**src/rtl/controle_timeout_pkg.sv**
```systemverilog
// Shared definitions for the controle_timeout supervisor: 3-bit state encoding.
// State PAUSE is only reachable when CONTROLE_TIMEOUT_PAUSA_EN is defined.
package controle_timeout_pkg;

  localparam int unsigned ESTADO_W = 3;

  typedef enum logic [ESTADO_W-1:0] {
    IDLE    = 3'd0,
    RUN     = 3'd1,
    TIMEOUT = 3'd2,
    DONE    = 3'd3,
    PAUSE   = 3'd4
  } estado_t;

  // Width needed to hold the values 0..n.
  function automatic int unsigned largura_ticks(input int unsigned n);
    return $clog2(n + 1);
  endfunction

endpackage

```
**src/rtl/controle_timeout_if.sv**
```systemverilog
// Control/status bundle between the timeout supervisor and its surroundings.
// Carries pausar only when CONTROLE_TIMEOUT_PAUSA_EN is defined.
interface controle_timeout_if #(
  parameter int unsigned N_TICKS = 5
);
  import controle_timeout_pkg::*;

  localparam int unsigned W = largura_ticks(N_TICKS);

  logic         iniciar;
  logic         parar;
  logic         tick;
`ifdef CONTROLE_TIMEOUT_PAUSA_EN
  logic         pausar;
`endif
  logic         cnt_clr_n;
  logic         cnt_en;
  logic         contando;
  logic         timeout;
  logic         concluido;
  logic [W-1:0] ticks_restantes;

  modport master (
    output iniciar,
    output parar,
    output tick,
`ifdef CONTROLE_TIMEOUT_PAUSA_EN
    output pausar,
`endif
    input  cnt_clr_n,
    input  cnt_en,
    input  contando,
    input  timeout,
    input  concluido,
    input  ticks_restantes
  );

  modport slave (
    input  iniciar,
    input  parar,
    input  tick,
`ifdef CONTROLE_TIMEOUT_PAUSA_EN
    input  pausar,
`endif
    output cnt_clr_n,
    output cnt_en,
    output contando,
    output timeout,
    output concluido,
    output ticks_restantes
  );

endinterface

```
**src/rtl/controle_timeout.sv**
```systemverilog
// Timeout supervisor: counts N_TICKS periods of the external 0..2000 counter and drives its clear/enable.
// Optional pause state enabled by defining CONTROLE_TIMEOUT_PAUSA_EN.
module controle_timeout
  import controle_timeout_pkg::*;
#(
  parameter int unsigned N_TICKS = 5
) (
  input logic              clock,
  input logic              reset,
  controle_timeout_if.slave bus
);

  localparam int unsigned W     = largura_ticks(N_TICKS);
  localparam logic [W-1:0] CARGA = W'(N_TICKS);

  estado_t      estado_q, estado_d;
  logic [W-1:0] ticks_q, ticks_d;
  logic         pausar;

`ifdef CONTROLE_TIMEOUT_PAUSA_EN
  assign pausar = bus.pausar;
`else
  assign pausar = 1'b0;
`endif

  always_ff @(posedge clock or posedge reset) begin
    if (reset) begin
      estado_q <= IDLE;
      ticks_q  <= CARGA;
    end else begin
      estado_q <= estado_d;
      ticks_q  <= ticks_d;
    end
  end

  always_comb begin
    estado_d = estado_q;
    ticks_d  = ticks_q;
    case (estado_q)
      IDLE: begin
        if (bus.iniciar) begin
          estado_d = RUN;
          ticks_d  = CARGA;
        end
      end
      RUN: begin
        if (bus.iniciar) begin
          ticks_d = CARGA;
        end else if (bus.parar) begin
          estado_d = DONE;
        end else begin
          // A tick coinciding with pausar is still consumed, since the counter clears on it.
          if (bus.tick) begin
            if (ticks_q > W'(1)) begin
              ticks_d = ticks_q - W'(1);
            end else begin
              ticks_d  = '0;
              estado_d = TIMEOUT;
            end
          end
          if (pausar && !(bus.tick && ticks_q <= W'(1))) begin
            estado_d = PAUSE;
          end
        end
      end
      TIMEOUT, DONE: begin
        if (bus.iniciar) begin
          estado_d = RUN;
          ticks_d  = CARGA;
        end
      end
`ifdef CONTROLE_TIMEOUT_PAUSA_EN
      PAUSE: begin
        if (bus.iniciar) begin
          estado_d = RUN;
          ticks_d  = CARGA;
        end else if (bus.parar) begin
          estado_d = DONE;
        end else if (!pausar) begin
          estado_d = RUN;
        end
      end
`endif
      default: estado_d = IDLE;
    endcase
  end

  always_comb begin
    bus.cnt_en    = 1'b0;
    bus.cnt_clr_n = 1'b0;
    case (estado_q)
      RUN: begin
        bus.cnt_en    = 1'b1;
        bus.cnt_clr_n = !(bus.tick || bus.iniciar);
      end
`ifdef CONTROLE_TIMEOUT_PAUSA_EN
      // Counter holds while paused; a restart still begins a fresh period.
      PAUSE: bus.cnt_clr_n = !bus.iniciar;
`endif
      default: bus.cnt_clr_n = 1'b0;
    endcase
  end

  assign bus.contando        = (estado_q == RUN);
  assign bus.timeout         = (estado_q == TIMEOUT);
  assign bus.concluido       = (estado_q == DONE);
  assign bus.ticks_restantes = ticks_q;

endmodule
```
**src/flat_wrapper.sv**
```systemverilog
// flat-port wrapper written by rule: the top's interface ports become plain ports
module controle_timeout_flat import controle_timeout_pkg::*;
#(
  parameter int unsigned N_TICKS = 5
)
  (clock, reset, bus_iniciar, bus_parar, bus_tick, bus_cnt_clr_n, bus_cnt_en, bus_contando, bus_timeout, bus_concluido, bus_ticks_restantes);
  controle_timeout_if #(.N_TICKS(N_TICKS)) bus_i ();
  input logic clock;
  input logic reset;
  input wire logic [$bits(bus_i.iniciar)-1:0] bus_iniciar;
  input wire logic [$bits(bus_i.parar)-1:0] bus_parar;
  input wire logic [$bits(bus_i.tick)-1:0] bus_tick;
  output wire logic [$bits(bus_i.cnt_clr_n)-1:0] bus_cnt_clr_n;
  output wire logic [$bits(bus_i.cnt_en)-1:0] bus_cnt_en;
  output wire logic [$bits(bus_i.contando)-1:0] bus_contando;
  output wire logic [$bits(bus_i.timeout)-1:0] bus_timeout;
  output wire logic [$bits(bus_i.concluido)-1:0] bus_concluido;
  output wire logic [$bits(bus_i.ticks_restantes)-1:0] bus_ticks_restantes;
  assign bus_i.iniciar = bus_iniciar;
  assign bus_i.parar = bus_parar;
  assign bus_i.tick = bus_tick;
  assign bus_cnt_clr_n = bus_i.cnt_clr_n;
  assign bus_cnt_en = bus_i.cnt_en;
  assign bus_contando = bus_i.contando;
  assign bus_timeout = bus_i.timeout;
  assign bus_concluido = bus_i.concluido;
  assign bus_ticks_restantes = bus_i.ticks_restantes;
  controle_timeout #(.N_TICKS(N_TICKS)) u_core (.clock(clock), .reset(reset), .bus(bus_i));
endmodule
```
**config.mk**
```make
export PLATFORM = sky130hd
export DESIGN_NAME = controle_timeout_flat
export DESIGN_NICKNAME = d
export VERILOG_FILES = /design/src/rtl/controle_timeout_pkg.sv /design/src/rtl/controle_timeout_if.sv /design/src/rtl/controle_timeout.sv /design/src/flat_wrapper.sv
export SDC_FILE = /design/constraint.sdc
export NUM_CORES = 1
export LEC_CHECK = 0
export ABC_AREA = 1
export BUFFER_PORTS_ARGS = -buffer_cell sky130_fd_sc_hd__buf_2
export CAP_MARGIN = 20
export CORE_AREA = 8 8 45 47
export DETAILED_ROUTE_END_ITERATION = 8
export DIE_AREA = 0 0 53 55
export HOLD_SLACK_MARGIN = 0.12
export PLACE_DENSITY = 0.56
export SLEW_MARGIN = 10
export SYNTH_ARGS = -nofsm -noshare
export SYNTH_HDL_FRONTEND = slang
export SYNTH_SLANG_ARGS = --single-unit
```
**constraint.sdc**
```tcl
create_clock -name clock -period 1.6 [get_ports clock]
set_clock_uncertainty 0.15 [all_clocks]
set_input_delay 0.24 -clock clock [delete_from_list [all_inputs] [get_ports clock]]
set_output_delay 0.24 -clock clock [all_outputs]
set_load 0.02 [all_outputs]
```
; After elaboration in Yosys (flattened, before gate mapping)
; Index checks and enable logic that the tools add are counted.
[op_classes]
add_sub_neg = 1
order_cmp = 1
eq_ne = 9
muxes = 14
reduce_logical = 7
[op_table]
columns = op, count
row1 = 3-bit 2-to-1 mux, 10
row2 = "3-bit != test, second input constant", 4
row3 = 3-bit case mux with 2 select lines, 2
row4 = 4-bit AND reduction, 2
row5 = "3-bit by 2-bit equality test with 1-bit output, second input constant", 2
row6 = "3-bit by 1-bit equality test with 1-bit output, second input constant", 1
row7 = "3-bit by 1-bit greater-than comparator with 1-bit output, second input constant", 1
row8 = 3-bit zero test, 1
row9 = 3-bit OR reduction, 1
row10 = "3-bit by 1-bit subtractor with 3-bit output, second input constant", 1
row11 = 1-bit 2-to-1 mux, 2
row12 = "2-bit by 1-bit != test with 1-bit output, second input constant", 1
row13 = "2-bit != test, second input constant", 1
row14 = 2-bit nonzero test, 1
row15 = 1-bit zero test, 1
row16 = 1-bit logical OR, 1
[totals]
register_bits = 6
output_inout_bits = 8
word_cells = 34

; Logic depth before layout (Yosys ltp)
[depth]
depth_word = 6
ltp_mapped = 8
depth_no_buf = 8

; Worst setup path after synthesis
; OpenSTA, ideal clock, no wires.
[synth_timing]
kind = register -> output
start = reg u_core.estado_q[1]
end = out bus_cnt_clr_n
arrival_ps = 1035
slack_ps = 175
path_stages_with_launch = 6
path_cell_list = dfrtp_1 > inv_1 > nand2_2 > inv_2 > nand2_2 > nor2_1
[synth_via]
elab_chain_len = 2
[synth_rtl]
columns = element, line
row1 = from (decl), controle_timeout.sv:16  ; estado_t estado_q, estado_d;
row2 = from (signal assigned), controle_timeout.sv:31  ; estado_q <= estado_d;
row3 = 3-bit by 1-bit equality test with 1-bit output, controle_timeout.sv:91  ; case (estado_q)
row4 = 1-bit 2-to-1 mux, controle_timeout.sv:91
row5 = to (decl), flat_wrapper.sv:13  ; output wire logic [$bits(bus_i.cnt_clr_n)-1:0] bus_cnt_clr_n;
; Every way passes these cells.

; Worst setup path after layout
; Same ends and word-level chain as after synthesis.

==> metrics.md <==
| Metric | Value |
|---|---|
| Run status | finished, final reports clean |
| CTS Root Cell | sky130_fd_sc_hd__clkbuf_4 |
| Crit-path max cell delay | 0.40 ns |
| Starting density of the core | 25.3% |
| Worst setup path class | flop to output port |
| Worst skew pair latency | 0.23 ns |
| NetSw | 0.000407 W |
| Cell Int Power | 0.000466 W |
| Overall routing resource usage | 5.97% |
| GP Congestion | 0.842 |
| Part of the power in combinational logic | 57.8% |
| First-pass GRT wire length | 1.26 mm |
| Depth of the CTS H-tree | 1 |
| Share of the yosys chip area belonging to registers | 36.4% |
| Critical path data required time | 1.21 ns |
| Total number of vias | 359 |
| Final Util | 34.8% |
| Clock tree from TritonCTS | yes |
| Most frequent cell on the critical path | sky130_fd_sc_hd__inv_2 |
| Count of input and output buffers | 12 |
| Area growth from synthesis to layout | 37.5% |
| Type of destination of the critical path | output port |
| Synth warn | 0 |
| Routed via count divided by cell count | 4.17 |
| CTS Buf Count | 3 |
| Setup repair after global routing missed its margin | false |
| Maximum number of pins on one net before global-route repair | 7 |
| Cells along the critical path | inv_2, nand2_4, inv_2, nand2_2, nor2_1, buf_4 |
| Gate count after technology mapping | 52 |
| Number of endpoints failing setup at the final stage | 0 |
| Final nets | 77 |
| Hold Fails Final Rpt | 0 |
| Flop-to-flop setup slack | 0.24 ns |
| Final clock period utilization by the worst path | 94.7% |
| Number of synthesized register bits | 5 |
| Horiz. Die Dim | 53 µm |
| Leading cell types in the layout, fill and taps excluded | 16 x sky130_fd_sc_hd__nand2_1, 11 x sky130_fd_sc_hd__buf_2, 7 x sky130_fd_sc_hd__inv_1 |
| Die outline height | 55 µm |
| Library cells used by synthesis | 14 |
| MaxCap Viol Count | 0 |
| Aggregate negative setup slack | 0 ns |
| Highest attainable clock frequency | 0.660 GHz |
| Worst-margin pin slew | 0.202 ns |
| Count of final max-slew check failures | 0 |
| Peak VDD IR | 0.533 mV |
| Grt total ovfl | 0 |
| Number of detailed-route iterations in the first pass | 2 |
| CORE AREA | 1380 µm² |
| Worst slew margin | 86.5% |
| Final antenna-violating net count | 0 |
| Critical-path cell with the highest stage delay | sky130_fd_sc_hd__dfrtp_1 |
| Post-DR wirelength/cell | 9.07 µm |
| Commonest non-fill, non-tap cell in the layout | sky130_fd_sc_hd__nand2_1 |
| Clock network fraction of total power | 15.9% |
| Number of standard cells in the final layout excluding fillers | 86 |
| Die Area | 2920 µm² |
| Syn Nets | 58 |
| Mean post-synth cell area | 6.74 µm² |
| Cell count after placement | 79 |
| Total Power Consumption | 0.000874 W |
| Switching power share of the total | 46.6% |
| Power density cells | 1810 nW/µm² |
| Estimated wirelength of the detail-placed design | 657 µm |
| DR DRC count | 0 |
| Cell Area, Synth | 350 µm² |
| Detailed Route WL | 780 µm |
| Share of total power in sequential cells | 26.3% |
| Number of placed I/O pins | 13 |
| Static leakage power | 0.281 nW |
| Maximum buffer depth of the clock tree | 2 |
| Hold WC Path Type | input pin to flop |
| Number of global-route vias before repair | 332 |
| Clock edge transition at the registers on the reported setup and hold paths | 0.04 ns |
| Worst Setup Start Kind | flop |
| Crit path time final | 1.52 ns |
| Total number of clock tree sinks | 5 |
| Worst-path fanout max | 5 |
| Number of antenna violations at the first check in global routing | 0 |
| Antenna cell count | 0 |
| Number of standard-cell rows in the floorplan | 14 |
| DRT iter0 DRCs | 3 |
| Worst Path Arrival | 1.13 ns |
| Share of cells above drive strength 1 | 40.0% |
## power by group through the flow
stage,registers [W],logic (W),clock network [W]
floorplan,0.000243,0.000336,0
global placement,0.000224,0.000461,0
detailed placement,0.000224,0.000461,0
CTS,0.000223,0.000466,0.000147
global route,0.000237,0.000566,0.000151
finish,0.000229,0.000505,0.000139
## registers in the layout, indices dropped and copies added (netlist names)
register and cells:
u_core.bus.ticks_restantes 3, u_core.estado_q 2
## worst max-delay path: cells and delay by family, from the launching register on
kind | cells | cell delay (ns)
buffers and inverters | 3 | 0.29
flip-flops | 1 | 0.40
AND/OR/NAND/NOR | 3 | 0.20
## cells by family after synthesis
| logic type | share of synthesized area (%) |
|---|---|
| and+or+nand+nor | 43.9 |
| buffers and inverters | 11.8 |
| DFF | 36.4 |
| AOI/OAI and AO/OA | 4.28 |
| adders and majority gates | 3.57 |
## cell usage after synthesis, drive strengths merged
cell	n	share of area (%)
inv	9	9.6
dfstp	2	15
nand4	1	1.8
nand2	22	28
o21ai	3	4.3
nor2	6	8.6
ha	1	3.6
nand3	4	5.7
dfrtp	3	21
buf	1	2.1
## what timing repair did
item / in CTS / in global routing
hold buffers: 1 / 0
pin swaps: 0 / 0
setup endpoints to repair: 1 / 1
gates resized for setup: 1 / 2
hold endpoints to repair: 5 / 0
setup buffers: 0 / 2
## area by class of cell
type	count	area [µm²]
Inverter	9	33.8
Timing Repair Buffer	15	87.6
Multi-Input combinational cell	37	186
Clock buffer	4	26.3
Fill cell	157	902
Tap cell	16	20.0
Sequential cell	5	128
## metrics by stage
| stage | hold slack (ns) | setup slack, ns | area [µm²] |
|---|---|---|---|
| 2_1_floorplan | -0.133 | 0.175 | 350 |
| 3_3_place_gp | -0.00707 | 0.248 | 423 |
| 3_5_place_dp | -0.00619 | 0.236 | 423 |
| 4_1_cts | 0.145 | 0.00139 | 462 |
| 5_1_grt | 0.178 | 0.00830 | 482 |
| 6_report | 0.155 | 0.0841 | 482 |
## worst paths after layout
kind                                                      end                           from  cells past startpoint
worst max-delay path                            bus_cnt_clr_n             u_core.estado_q[1]                      6
worst min-delay path                       u_core.estado_q[1]                    bus_iniciar                      4
worst max register to register  u_core.bus.ticks_restantes[2]  u_core.bus.ticks_restantes[0]                      8
worst min register to register  u_core.bus.ticks_restantes[0]  u_core.bus.ticks_restantes[0]                      2
max in group asynchronous       u_core.bus.ticks_restantes[2]                          reset                      3
min in group asynchronous                  u_core.estado_q[1]                          reset                      3
## metal layers
metal / part of all wire (%) / track usage [%] / vias to the layer above
met1: 40 / 5.96 / 156
met2: 50 / 9.18 / 7
met5: 0 / 0 / -
li1: - / - / 194
met4: 1.0 / 6.47 / 0
met3: 9.0 / 2.14 / 2
Note: power is estimated with default switching activity, not from simulation.
